$ cat src/rtl/rom_stream_pkg.sv
// -----------------------------------------------------------------------------
// rom_stream_pkg
// Shared definitions for the ROM stream reader:
//   - reader FSM state encoding
//   - default ROM geometry (8 words x 2 bits), shared with the ROM itself
//   - depth of the output skid FIFO and the width of its occupancy count
// -----------------------------------------------------------------------------
package rom_stream_pkg;

    localparam int ROM_ADDR_W = 3;
    localparam int ROM_DATA_W = 2;

    // Two entries cover one word already in the FIFO plus one word in flight
    // from the ROM, which is enough for full throughput under backpressure.
    localparam int FIFO_DEPTH = 2;
    localparam int OCC_W      = 2;   // holds 0..FIFO_DEPTH

    typedef enum logic [1:0] {
        ST_IDLE  = 2'd0,
        ST_READ  = 2'd1,
        ST_DRAIN = 2'd2
    } state_e;

endpackage

$ cat src/rtl/rom_skid_fifo.sv
// -----------------------------------------------------------------------------
// rom_skid_fifo
// Two-entry FIFO that catches words returning from the ROM so the downstream
// consumer can stall without losing data. The head entry is presented
// directly, so it stays stable until popped.
//
// Ports:
//   clk       in   clock, rising edge
//   rst       in   synchronous active-high reset (flushes the FIFO)
//   push      in   write push_data at the next edge
//   push_data in   DATA_W word to write
//   pop       in   discard the head entry at the next edge (only when occ!=0)
//   head_data out  current head entry
//   occ       out  number of valid entries (0..2)
// -----------------------------------------------------------------------------
module rom_skid_fifo
    import rom_stream_pkg::*;
#(
    parameter int DATA_W = ROM_DATA_W
) (
    input  logic              clk,
    input  logic              rst,
    input  logic              push,
    input  logic [DATA_W-1:0] push_data,
    input  logic              pop,
    output logic [DATA_W-1:0] head_data,
    output logic [OCC_W-1:0]  occ
);

    logic [DATA_W-1:0] mem_q [FIFO_DEPTH];
    logic [DATA_W-1:0] mem_d [FIFO_DEPTH];
    logic              rd_ptr_q, rd_ptr_d;
    logic              wr_ptr_q, wr_ptr_d;
    logic [OCC_W-1:0]  occ_q, occ_d;

    always_comb begin
        mem_d    = mem_q;
        rd_ptr_d = rd_ptr_q;
        wr_ptr_d = wr_ptr_q;
        occ_d    = occ_q;

        // On a full FIFO with push and pop together the write lands in the
        // slot being popped this same edge, so nothing live is overwritten.
        if (push) begin
            mem_d[wr_ptr_q] = push_data;
            wr_ptr_d        = ~wr_ptr_q;
        end
        if (pop) begin
            rd_ptr_d = ~rd_ptr_q;
        end

        unique case ({push, pop})
            2'b10:   occ_d = occ_q + OCC_W'(1);
            2'b01:   occ_d = occ_q - OCC_W'(1);
            default: occ_d = occ_q;
        endcase
    end

    always_ff @(posedge clk) begin
        if (rst) begin
            for (int i = 0; i < FIFO_DEPTH; i++) begin
                mem_q[i] <= '0;
            end
            rd_ptr_q <= 1'b0;
            wr_ptr_q <= 1'b0;
            occ_q    <= '0;
        end else begin
            mem_q    <= mem_d;
            rd_ptr_q <= rd_ptr_d;
            wr_ptr_q <= wr_ptr_d;
            occ_q    <= occ_d;
        end
    end

    assign head_data = mem_q[rd_ptr_q];
    assign occ       = occ_q;

endmodule

$ cat src/rtl/rom_stream_reader.sv
// -----------------------------------------------------------------------------
// rom_stream_reader
// Reads a burst of consecutive words from a synchronous ROM (1-cycle read
// latency) and presents them as a valid/ready stream, with a start/busy/done
// handshake towards a controller.
//
// Ports:
//   clk        in   clock, rising edge
//   rst        in   synchronous active-high reset
//   start      in   request a burst (sampled only when idle)
//   start_addr in   first ROM address of the burst
//   count      in   number of words in the burst (0 = done pulse only)
//   rom_addr   out  registered address to the ROM
//   rom_data   in   ROM read data, valid one cycle after rom_addr
//   out_data   out  stream payload (FIFO head)
//   out_valid  out  payload valid
//   out_ready  in   consumer accepts the payload
//   busy       out  burst in progress
//   done       out  one-cycle pulse after the final beat is accepted
// -----------------------------------------------------------------------------
module rom_stream_reader
    import rom_stream_pkg::*;
#(
    parameter int ADDR_W = ROM_ADDR_W,
    parameter int DATA_W = ROM_DATA_W
) (
    input  logic              clk,
    input  logic              rst,
    input  logic              start,
    input  logic [ADDR_W-1:0] start_addr,
    input  logic [ADDR_W:0]   count,
    output logic [ADDR_W-1:0] rom_addr,
    input  logic [DATA_W-1:0] rom_data,
    output logic [DATA_W-1:0] out_data,
    output logic              out_valid,
    input  logic              out_ready,
    output logic              busy,
    output logic              done
);

    localparam int LVL_W = OCC_W + 1;

    state_e            state_q, state_d;
    logic [ADDR_W-1:0] rom_addr_q, rom_addr_d;
    logic [ADDR_W:0]   remaining_q, remaining_d;
    logic              inflight_q, inflight_d;
    logic              done_q, done_d;

    logic [OCC_W-1:0]  occ;
    logic [DATA_W-1:0] head_data;
    logic              pop;
    logic              issue;
    logic              drain_done;
    logic [LVL_W-1:0]  level;

    rom_skid_fifo #(
        .DATA_W (DATA_W)
    ) u_fifo (
        .clk       (clk),
        .rst       (rst),
        .push      (inflight_q),
        .push_data (rom_data),
        .pop       (pop),
        .head_data (head_data),
        .occ       (occ)
    );

    assign out_valid = (occ != '0);
    assign pop       = out_valid & out_ready;

    // Words committed to the FIFO once this cycle's pop is taken out. A new
    // read is only counted when its data is guaranteed a free slot on arrival.
    assign level = LVL_W'(occ) + LVL_W'(inflight_q) - LVL_W'(pop);
    assign issue = (state_q == ST_READ) && (level < LVL_W'(2));

    // The last beat leaves the FIFO at the coming edge and nothing is still
    // on its way from the ROM.
    assign drain_done = (state_q == ST_DRAIN) && !inflight_q &&
                        ((occ == '0) || ((occ == OCC_W'(1)) && pop));

    always_comb begin
        state_d     = state_q;
        rom_addr_d  = rom_addr_q;
        remaining_d = remaining_q;
        inflight_d  = issue;
        done_d      = 1'b0;

        unique case (state_q)
            ST_IDLE: begin
                if (start) begin
                    if (count != '0) begin
                        state_d     = ST_READ;
                        rom_addr_d  = start_addr;
                        remaining_d = count;
                    end else begin
                        done_d = 1'b1;
                    end
                end
            end
            ST_READ: begin
                // Without an issue rom_addr holds; the ROM re-reads the same
                // word but that read is never pushed.
                if (issue) begin
                    rom_addr_d  = rom_addr_q + ADDR_W'(1);
                    remaining_d = remaining_q - (ADDR_W + 1)'(1);
                    if (remaining_q == (ADDR_W + 1)'(1)) begin
                        state_d = ST_DRAIN;
                    end
                end
            end
            ST_DRAIN: begin
                if (drain_done) begin
                    state_d = ST_IDLE;
                    done_d  = 1'b1;
                end
            end
            default: begin
                state_d = ST_IDLE;
            end
        endcase
    end

    always_ff @(posedge clk) begin
        if (rst) begin
            state_q     <= ST_IDLE;
            rom_addr_q  <= '0;
            remaining_q <= '0;
            inflight_q  <= 1'b0;
            done_q      <= 1'b0;
        end else begin
            state_q     <= state_d;
            rom_addr_q  <= rom_addr_d;
            remaining_q <= remaining_d;
            inflight_q  <= inflight_d;
            done_q      <= done_d;
        end
    end

    assign rom_addr = rom_addr_q;
    assign out_data = head_data;
    assign busy     = (state_q != ST_IDLE);
    assign done     = done_q;

endmodule

$ cat config.mk
export PLATFORM = sky130hd
export DESIGN_NAME = rom_stream_reader
export DESIGN_NICKNAME = d
export VERILOG_FILES = /design/src/rtl/rom_stream_pkg.sv /design/src/rtl/rom_skid_fifo.sv /design/src/rtl/rom_stream_reader.sv
export SDC_FILE = /design/constraint.sdc
export NUM_CORES = 1
export LEC_CHECK = 0
export ABC_AREA = 1
export BUFFER_PORTS_ARGS = -buffer_cell sky130_fd_sc_hd__buf_2
export CORE_MARGIN = 4
export CORE_UTILIZATION = 53
export CTS_CLUSTER_DIAMETER = 50
export DETAILED_ROUTE_END_ITERATION = 8
export MAX_ROUTING_LAYER = met4
export PLACE_DENSITY = 0.86
export RECOVER_POWER = 50
export SYNTH_ARGS = -nofsm -noshare
export SYNTH_HDL_FRONTEND = slang
export SYNTH_SLANG_ARGS = --single-unit
export TNS_END_PERCENT = 30
$ cat constraint.sdc
create_clock -name clk -period 2.7 [get_ports clk]
set_input_delay 0.675 -clock clk [delete_from_list [all_inputs] [get_ports clk]]
set_output_delay 0.675 -clock clk [all_outputs]
set_load 0.05 [all_outputs]
==> impl_results.md, run 1 <==
* Compound-Gate Fraction of Synth Area at approximately 8.5%
* DR DRC count at 0
* Reg clk slew, reported paths at 0.12 ns
* Placed cells at 216
* Die height at ~53 um
* Commonest non-fill, non-tap cell in the layout: nand2_1
* DIE WIDTH at 53.3 um
* Simple-gate area share of the yosys netlist at 37.7%
* Ordered list of cells on the worst path: inv_2 > ha_2 > clkinvlp_4 > nand2_1 > xor2_1 > and2_1 > inv_1 > fa_1 > nand3_1 > nand2_1 > inv_2 > nor2_4 > nand2_4 > nand2_1 > nand2_1 > nor2_1
* CP most frequent cell: nand2_1
* Ports at 21
* Hpwl dp at 1910 um
* Pre-CTS setup slack at around 0.11 ns
* First-pass GRT wire length at approximately 4200 um
* TritonCTS clock tree: done
* Post-synthesis sequential area ratio at approximately a third
* Critical path launch point type: flop
* F_max at between 0.3 and 0.4 GHz
* Ant diodes at 0
* Gate Count Post-Synth at 171
* Worst r2r path cells at 16
* Max-slew violations at 0
* Synth Area in Adders at under 10%
* Post-route setup slack at approximately 0.19 ns
* Hold Path Stages at 2
* Max H-tree Level at 1
* # rows at 16
* Async S/R FF share, synth at 0%
* Busiest layer in global routing: met2
* Routed Antenna Nets at 0
* Nets@finish at between 200 and 250
* Starting Density at between 50% and 60%
* Leak at around 0.00064 uW
* Via density at roughly 4.9
* Tot Pwr at 1550 uW
* Port Buffers at 20
* Vias in the first global route at 1064
* Peak supply drop at between 0.5 and 0.6 mV
* Distinct cells, synth at 22
* Outcome: finished, final reports clean
* Worst path max stage delay at ~0.47 ns
* Initial antenna violation count at 0
* Die area at 2840 um2
* Non-Filler Instances at 220
* Tot GR Track Use at 20.0%
* Actual slew at the worst max-slew pin at ~0.42 ns
* Final period util at roughly 93%
* Grt total ovfl at 0
* Setup_tns at 0 ns
* GPL Wtd Cong at 0.781
* CTS Buf Count at 3
* Synthesized cell area at between 1000 and 1500 um2
* Mean Syn Cell Area at about 6.4 um2
* Clock Tree Buf Depth at 2
* Largest net degree at the start of global routing at 15
* Crit-path slowest cell: fa_1
* Max Cap Violations at 0
* Post-synthesis register bit count at 19
* WHS at 0.501 ns
* Worst Hold Path EP: u_fifo.mem_q[0]
* Number of synthesized flops with an enable pin at 0
* Largest family of logic cells by synthesized area: simple AND/OR/NAND/NOR gates
* Met3 usage at under 10%
* Worst min-delay path class: reg -> reg
* Syn_nets at between 150 and 200
* Final setup violation count at 0
* Min Tclk post-route at about 2.5 ns
* # clock sinks at 19
* Drt initial violations at 22
* Worst path required time at a little under 3 ns
* Critical path peak fanout at 14
* Clk_lat worst skew at about 0.3 ns
* Core Region at approximately 2000 um2
* Root Buffer: clkbuf_4
* Reg2reg setup slack at between 0.15 and 0.2 ns
* Post-Synth XOR/XNOR Area at less than 1%
* TritonRoute pass-1 iters at 4
* Slew Limit Headroom at around 72%
* Top_reg_cell synth: dfxtp_1
* Layout cells sized above 1 at 17.6%
* GRT met1 Usage at 21.5%
* Mux share of post-synthesis cell area at 0%
* CP arrival at 2.74 ns
* Detailed-route via count at 1086
* WL/cell at about 11 um
* R2R Path Start: u_fifo.occ[1]
* RR Endpoint: remaining_q[1]
* Final wirelength at roughly 2400 um
* Commonest non-fill, non-tap cells in the layout: nand2_1, nor2_1, inv_1, dfxtp_1, buf_2
* WS Path Type: reg -> reg
* GR Util met2 at 36.1%
* Post CTS Setup Buffer Count at 0
* Hold Path Origin: u_fifo.mem_q[0]
* Final Hold Fails at 0
* Clk_skew at between 0.01 and 0.015 ns
* Area delta synth->final at 13.9%
* Cell area power density at ~1200 nW/um2
* Yosys Warn Count at 0
* Crit end category: flop
## layer usage
| metal | vias up | share of wire (%) |
|---|---|---|
| li1 | 568 | - |
| met1 | 490 | 43 |
| met2 | 26 | 51 |
| met3 | 2 | 5.0 |
| met4 | 0 | 0.50 |
| met5 | - | 0 |
## logic make-up after synthesis
group	count (synthesis)
and+or+nand+nor	100
buffers and inverters	27
xor gates and xnor gates	1
adders and majority gates	6
DFF	19
AOI/OAI and AO/OA	18
## where the power goes
part           internal (uW)  total (uW)  leakage (uW)  switching [uW]
registers                381         460      0.000156            79.3
logic                    288         941      0.000469             653
clock network           55.2         145     0.0000177            89.6
## state kept, by name, summed over array words and instances (netlist names)
| signal | cells |
|---|---|
| rom_addr | 3 |
| done | 1 |
| u_fifo.wr_ptr_q | 1 |
| inflight_q | 1 |
| state_q | 2 |
| u_fifo.mem_q | 4 |
| remaining_q | 4 |
| u_fifo.rd_ptr_q | 1 |
| u_fifo.occ | 2 |
## cell usage after synthesis, types with 2 or more instances
| library cell | n | area share, % |
|---|---|---|
| dfxtp_1 | 19 | 35 |
| nor2_1 | 36 | 12 |
| nand2_1 | 49 | 17 |
| o21ai_0 | 11 | 5.1 |
| nand3_1 | 5 | 2.3 |
| a31oi_1 | 2 | 1.1 |
| inv_1 | 20 | 6.9 |
| ha_1 | 5 | 5.7 |
| a21oi_1 | 5 | 2.3 |
| nor3_1 | 2 | 0.92 |
| inv_2 | 4 | 1.4 |
| nand2_2 | 2 | 1.1 |
| or2_2 | 2 | 1.1 |
## what timing repair did
action                     in CTS  in global routing
resized for setup               0                  2
setup endpoints to repair       0                  6
hold buffers                    0                  0
## per-stage QoR
step | instance area (um2) | util [%]
finish | 1240 | 63.2
global route | 1240 | 63.2
CTS | 1240 | 63.1
detailed placement | 1210 | 61.7
global placement | 1210 | 61.7
floorplan | 1090 | -
## worst max-delay path: cells and delay by family, from the launching register on
family,cells,cell delay [ns]
buffers and inverters,4,0.28
xor gates and xnor gates,1,0.19
adders and majority gates,2,0.66
DFF,1,0.37
and+or+nand+nor,9,0.93
## worst max path at each step
stage | start | endpoint | slack [ns] | cells after the start
floorplan | u_fifo.occ[1] | rom_addr[0] | 0.06 | 16
global placement | out_ready | remaining_q[2] | 0.24 | 13
detailed placement | out_ready | remaining_q[0] | 0.11 | 14
CTS | u_fifo.occ[1] | remaining_q[1] | 0.12 | 16
global route | u_fifo.occ[0] | remaining_q[2] | -0.001 | 16
finish | u_fifo.occ[1] | remaining_q[1] | 0.19 | 16
## cell type report
cell class                      count  area (um2)
Clock inverter                      1        5.00
Timing Repair Buffer               21         103
Fill cell                         195         722
Clock buffer                        3        22.5
Inverter                           24        93.8
Multi-Input combinational cell    125         602
Sequential cell                    19         380
Tap cell                           27        33.8
Note: power is estimated with default switching activity, not from simulation.
==> inputs of run 2 (changes only) <==
CORE_MARGIN = 3   (was 4)
SETUP_SLACK_MARGIN = 0.1   (was not set)
==> run 2 against run 1 <==
Against the previous run:
- global-route usage rose by 1.4 points
- critical path depth did not move
- first-iteration DRC count is 77% higher
- sequential cell count is the same
- clock power is 3% lower
- critical path type unchanged
- largest cell class unchanged
==> impl_results.md, run 2 (synthesized netlist as in run 1, its figures left out) <==
* Max H-tree Level at 1 (unchanged)
* Clock power share at 8.5% (was 9.4%)
* Worst r2r path cells at 16 (unchanged)
* Routed Antenna Nets at 0 (unchanged)
* Hpwl dp at 1810 um (was 1910 um)
* Min Tclk post-route at 2.50 ns (was 2.51 ns)
* Max-slew violations at 0 (unchanged)
* F_max at 0.400 GHz (was 0.399 GHz)
* DR DRC count at 0 (unchanged)
* Sw power at 867 uW (was 822 uW)
* Die area at 2630 um2 (was 2840 um2)
* Final wirelength at 2570 um (was 2420 um)
* Core Region at 1840 um2 (was 1960 um2)
* RR Endpoint: remaining_q[0] (was remaining_q[1])
* Post-route setup slack at 0.202 ns (was 0.195 ns)
* Initial antenna violation count at 0 (unchanged)
* Crit end category: flop (unchanged)
* Finished Core Util at 70.8% (was 63.2%)
* # rows at 15 (was 16)
* Max Cap Violations at 0 (unchanged)
* Reg2reg setup slack at 0.20 ns (was 0.19 ns)
* CP arrival at 2.74 ns (about the same)
* CTS Buf Count at 3 (unchanged)
* Hold Path Stages at 2 (unchanged)
* Clk_lat worst skew at 0.30 ns (about the same)
* WS Path Type: reg -> reg (unchanged)
* Layout cells sized above 1 at 19.8% (was 17.6%)
* Largest net degree at the start of global routing at 15 (unchanged)
* Unrepaired setup endpoints after global routing: no
* Final period util at 92.5% (was 92.8%)
* Critical path peak fanout at 7 (was 14)
* Ports at 21 (unchanged)
* Worst min-delay path class: reg -> reg (unchanged)
* Nets@finish at 217 (was 213)
* Final Hold Fails at 0 (unchanged)
* Sequential power share at 28.2% (was 29.8%)
* TritonCTS clock tree: done (unchanged)
* Clk_skew at 0.00521 ns (was 0.0111 ns)
* Worst path required time at 2.94 ns (was 2.93 ns)
* TritonRoute pass-1 iters at 4 (unchanged)
* First-pass GRT wire length at 4180 um (was 4160 um)
* Pre-CTS setup slack at 0.122 ns (was 0.109 ns)
* # clock sinks at 19 (unchanged)
* Switching Fraction at 52.3% (was 53.2%)
* Area delta synth->final at 19.7% (was 13.9%)
* Cell area power density at 1270 nW/um2 (was 1250 nW/um2)
* Final setup violation count at 0 (unchanged)
* Tot GR Track Use at 21.4% (was 20.0%)
* GPL Wtd Cong at 0.763 (was 0.781)
* Die height at 51.3 um (was 53.3 um)
* Ant diodes at 0 (unchanged)
* Non-Filler Instances at 222 (was 220)
* Placed cells at 213 (was 216)
* DIE WIDTH at 51.3 um (was 53.3 um)
* R2R Path Start: u_fifo.occ[0] (was u_fifo.occ[1])
* Setup_tns at 0 ns (unchanged)
* Leak at 0.000662 uW (was 0.000643 uW)
* Peak supply drop at 0.611 mV (was 0.583 mV)
* Starting Density at 59.2% (was 55.5%)
* WL/cell at 11.6 um (was 11.0 um)
* Outcome: finished, final reports clean (unchanged)
* Slew Limit Headroom at 59.8% (was 72.1%)
* Drt initial violations at 39 (was 22)
* Detailed-route via count at 1140 (was 1086)
* Actual slew at the worst max-slew pin at 0.606 ns (was 0.417 ns)
* Clock Tree Buf Depth at 2 (unchanged)
* Grt total ovfl at 0 (unchanged)
* FILL cells at 170 (was 195)
* Via density at 5.14 (was 4.94)
* Vias in the first global route at 1065 (was 1064)
* Root Buffer: clkbuf_4 (unchanged)
* Int Pwr at 790 uW (was 724 uW)
* Critical path launch point type: flop (unchanged)
* Commonest non-fill, non-tap cells in the layout: nand2_1, nor2_1, inv_1, dfxtp_1, buf_2 (unchanged)
* Hold Path Origin: u_fifo.mem_q[1] (was u_fifo.mem_q[0])
* Combinational Power Share at 63.3% (was 60.9%)
* CTS Hold Buffers Added at 0 (unchanged)
* Commonest non-fill, non-tap cell in the layout: nand2_1 (unchanged)
* Port Buffers at 20 (unchanged)
* Worst Hold Path EP: u_fifo.mem_q[1] (was u_fifo.mem_q[0])
* Reg clk slew, reported paths at 0.10 ns (was 0.12 ns)
[run 2: cell types whose count changed in the layout (fill, tap and decap cells not counted), moves of 2 or more]
cell,delta
buf_2,-4
buf_4,+4
clkbuf_1,+4
nand2_4,+2
[run 2: what timing repair did]
item,4_1_cts,5_1_grt
endpoints found under the setup margin,0,9
setup buffers,0,4
resized for setup,0,12
[run 2: worst max path at each step]
stage / slack [ns] / to / cells after the start / from
floorplan: 0.10 / rom_addr[0] / 16 / u_fifo.occ[1]
global placement: 0.22 / remaining_q[2] / 13 / out_ready
detailed placement: 0.12 / rom_addr[1] / 16 / out_ready
CTS: 0.13 / rom_addr[1] / 18 / u_fifo.occ[1]
global route: 0.03 / rom_addr[1] / 16 / u_fifo.occ[0]
finish: 0.20 / remaining_q[0] / 16 / u_fifo.occ[0]
[run 2: final cells by class]
cell class                      count  area [um2]  share of cell area [%]
Clock buffer                        4        26.3                    2.02
Inverter                           24        96.3                    7.40
Multi-Input combinational cell    126         641                    49.2
Sequential cell                    19         384                    29.5
Tap cell                           25        31.3                    2.40
Timing Repair Buffer               24         124                    9.51
[run 2: power by group through the flow]
stage	registers, uW	clock network (uW)	logic (uW)
3_3_place_gp	458	0	873
4_1_cts	459	145	918
6_report	466	141	1050
5_1_grt	479	157	1180
3_5_place_dp	465	0	914
2_1_floorplan	533	0	688
[run 2: metal layers]
metal | up-vias | GRT usage, % | routed length [um]
met5 | - | - | 0
met4 | 0 | 11.8 | 93
met3 | 11 | 4.08 | 157
met2 | 45 | 37.1 | 1270
met1 | 508 | 22.9 | 1050
li1 | 576 | - | -
[run 2: metrics by stage]
step | hold WS, ns | total power, uW | area [um2]
global placement | 0.471 | 1330 | 1200
global route | 0.523 | 1820 | 1300
finish | 0.498 | 1660 | 1300
detailed placement | 0.477 | 1380 | 1200
floorplan | 0.455 | 1220 | 1090
CTS | 0.499 | 1520 | 1230
[run 2: worst max-delay path, cell delays in order, from the launching register on]
cell	delay, ns
dfxtp_1	0.43
inv_4	0.07
ha_4	0.17
clkinvlp_4	0.09
nand2_4	0.07
xor2_2	0.20
and2_4	0.17
inv_1	0.05
fa_1	0.47
nand3_1	0.09
nand2_1	0.08
inv_2	0.04
nor2_4	0.19
nand2_4	0.10
nand2_1	0.08
nand2_1	0.06
nor2_1	0.09
==> inputs of run 3 (changes only) <==
BUFFER_PORTS_ARGS = -buffer_cell sky130_fd_sc_hd__buf_4   (was -buffer_cell sky130_fd_sc_hd__buf_2)
RECOVER_POWER = not set   (was 50)
==> run 3 against run 2 <==
Against the previous run:
- first-iteration DRC count is 44% lower
- maximum frequency is 0.58% higher
- clock power is essentially flat
- global-route usage is 0.76 points lower
- clock skew decreased by 0.0042 ns
- sequential share of layout area shrank 1.2 points
- core utilization is 3.3 points higher
- worst setup slack improved by 0.014 ns
- register-to-register slack hardly changed
==> impl_results.md, run 3 (synthesized netlist as in run 1, its figures left out) <==
* Outcome: finished, final reports clean (unchanged)
* Die area at 2630 um2 (unchanged)
* # rows at 15 (unchanged)
* Actual slew at the worst max-slew pin at 0.405 ns (was 0.606 ns)
* Worst r2r path cells at 15 (was 16)
* Clk_lat worst skew at 0.29 ns (was 0.30 ns)
* Unrepaired setup endpoints after global routing: no (unchanged)
* Port Buffers at 20 (unchanged)
* Clock Tree Buf Depth at 2 (unchanged)
* Vias in the first global route at 1003 (was 1065)
* Largest net degree at the start of global routing at 15 (unchanged)
* Layout cells sized above 1 at 23.7% (was 19.8%)
* Commonest non-fill, non-tap cell in the layout: nand2_1 (unchanged)
* WP depth at 15 (was 16)
* RR Endpoint: rom_addr[0] (was remaining_q[0])
* CP arrival at 2.68 ns (was 2.74 ns)
* Placed cells at 213 (unchanged)
* Reg2reg setup slack at 0.22 ns (was 0.20 ns)
* Root Buffer: clkbuf_4 (unchanged)
* WP buf/inv at 4 (unchanged)
* Core Region at 1840 um2 (unchanged)
* Max Cap Violations at 0 (unchanged)
* Via density at 5.20 (was 5.14)
* Crit-path slowest cell: fa_1 (unchanged)
* Starting Density at 59.2% (unchanged)
* Hpwl dp at 1880 um (was 1810 um)
* Reg clk slew, reported paths at 0.10 ns (about the same)
* Drt initial violations at 22 (was 39)
* Busiest layer in global routing: met2 (unchanged)
* TritonCTS clock tree: done (unchanged)
* First-pass GRT wire length at 4040 um (was 4180 um)
* Crit end category: flop (unchanged)
* Max-slew violations at 0 (unchanged)
* Final wirelength at 2660 um (was 2570 um)
* Worst path required time at 2.90 ns (was 2.94 ns)
* Worst min-delay path class: reg -> reg (unchanged)
* Setup_tns at 0 ns (unchanged)
* Leak at 0.000694 uW (was 0.000662 uW)
* Final period util at 92.0% (was 92.5%)
* Grt total ovfl at 0 (unchanged)
* GPL Wtd Cong at 0.760 (was 0.763)
* # clock sinks at 19 (unchanged)
* Routed Antenna Nets at 0 (unchanged)
* Reg area at 385 um2 (was 384 um2)
* Initial antenna violation count at 0 (unchanged)
* Clk_skew at 0.00100 ns (was 0.00521 ns)
* Min Tclk post-route at 2.48 ns (was 2.50 ns)
* CTS Hold Buffers Added at 0 (unchanged)
* Worst setup path start: u_fifo.occ[0] (unchanged)
* Peak supply drop at 0.691 mV (was 0.611 mV)
* Non-Filler Instances at 223 (was 222)
* FILL cells at 146 (was 170)
* Detailed-route via count at 1160 (was 1140)
* Nets@finish at 218 (was 217)
* Crit path capture: rom_addr[0] (was remaining_q[0])
* Cell area power density at 1250 nW/um2 (was 1270 nW/um2)
* CP delay by family, top: simple AND/OR/NAND/NOR gates (unchanged)
* DIE WIDTH at 51.3 um (unchanged)
* GR Util met2 at 33.9% (was 37.1%)
* GRT met1 Usage at 24.7% (was 22.9%)
* CTS Buf Count at 3 (unchanged)
* WL/cell at 11.9 um (was 11.6 um)
* Area after DPL at 1250 um2 (was 1200 um2)
* Max H-tree Level at 1 (unchanged)
* Met3 usage at 4.08% (unchanged)
* Tot GR Track Use at 20.7% (was 21.4%)
* Final setup violation count at 0 (unchanged)
* Die height at 51.3 um (unchanged)
* Ant diodes at 0 (unchanged)
* CP most frequent cell: inv_2 (was nand2_1)
* Multi-input gate area at 638 um2 (was 641 um2)
* R2R Path Start: u_fifo.occ[0] (unchanged)
* Ordered list of cells on the worst path: inv_2 > ha_4 > clkinvlp_4 > nand2_4 > xor2_2 > and2_4 > inv_1 > fa_1 > nand3_1 > nand2_1 > inv_2 > nor2_4 > nand2_2 > nor2_1 > nor2_2 (was inv_4 > ha_4 > clkinvlp_4 > nand2_4 > xor2_2 > and2_4 > inv_1 > fa_1 > nand3_1 > nand2_1 > inv_2 > nor2_4 > nand2_4 > nand2_1 > nand2_1 > nor2_1)
* DR DRC count at 0 (unchanged)
* Area delta synth->final at 25.2% (was 19.7%)
* F_max at 0.403 GHz (was 0.400 GHz)
* Critical path launch point type: flop (unchanged)
* Post-route cell area at 1360 um2 (was 1300 um2)
* Final Hold Fails at 0 (unchanged)
* Ports at 21 (unchanged)
* Commonest non-fill, non-tap cells in the layout: nand2_1, nor2_1, buf_4 (was nand2_1, nor2_1, inv_1, dfxtp_1, buf_2)
* WS Path Type: reg -> reg (unchanged)
* Worst path max stage delay at 0.49 ns (was 0.47 ns)
* Critical path peak fanout at 7 (unchanged)
* Slew Limit Headroom at 73.0% (was 59.8%)
* TritonRoute pass-1 iters at 4 (unchanged)
[run 3: how the worst min path moves through the flow]
stage	cells after the start	to	from	slack [ns]
floorplan	2	u_fifo.mem_q[1]	u_fifo.mem_q[1]	0.45
global placement	2	u_fifo.mem_q[1]	u_fifo.mem_q[1]	0.47
detailed placement	2	u_fifo.mem_q[1]	u_fifo.mem_q[1]	0.49
CTS	2	u_fifo.mem_q[1]	u_fifo.mem_q[1]	0.50
global route	2	u_fifo.mem_q[1]	u_fifo.mem_q[1]	0.54
finish	2	u_fifo.mem_q[1]	u_fifo.mem_q[1]	0.50
[run 3: per-stage QoR]
step	util (%)	total power [uW]	hold WS (ns)	worst slack (ns)
2_1_floorplan	-	1220	0.455	0.103
3_3_place_gp	68.1	1370	0.470	0.211
3_5_place_dp	68.1	1420	0.486	0.0271
4_1_cts	69.9	1580	0.504	0.113
5_1_grt	74.1	1860	0.540	0.0830
6_report	74.1	1710	0.501	0.216
[run 3: final cells by class]
cell class	count	area share, %
Timing Repair Buffer	25	13.8
Sequential cell	19	28.3
Multi-Input combinational cell	126	46.8
Inverter	24	6.89
Clock buffer	4	1.93
Tap cell	25	2.30
[run 3: where the power goes]
part           switching (uW)  leakage (uW)  total, uW  internal, uW
sequential               81.9      0.000157        467           385
clock                    82.4     0.0000150        140          57.5
combinational             707      0.000522       1100           394
total                     871      0.000694       1710           836
[run 3: worst min-delay path: cells and delay by family, from the launching register on]
family / cells / cell delay (ns)
flops: 1 / 0.32
simple gates: 2 / 0.15
[run 3: routing by layer]
layer / share of wire (%) / wire, um
met4: 4.2 / 112
met5: 0 / 0
met1: 41 / 1080
met3: 7.3 / 195
met2: 48 / 1270
[run 3: repair_timing]
action                                  CTS  global route
pin swaps                                 0             6
setup buffers                             0             5
endpoints found under the setup margin    7             8
gates resized for setup                   2             9
cloned                                    0             1
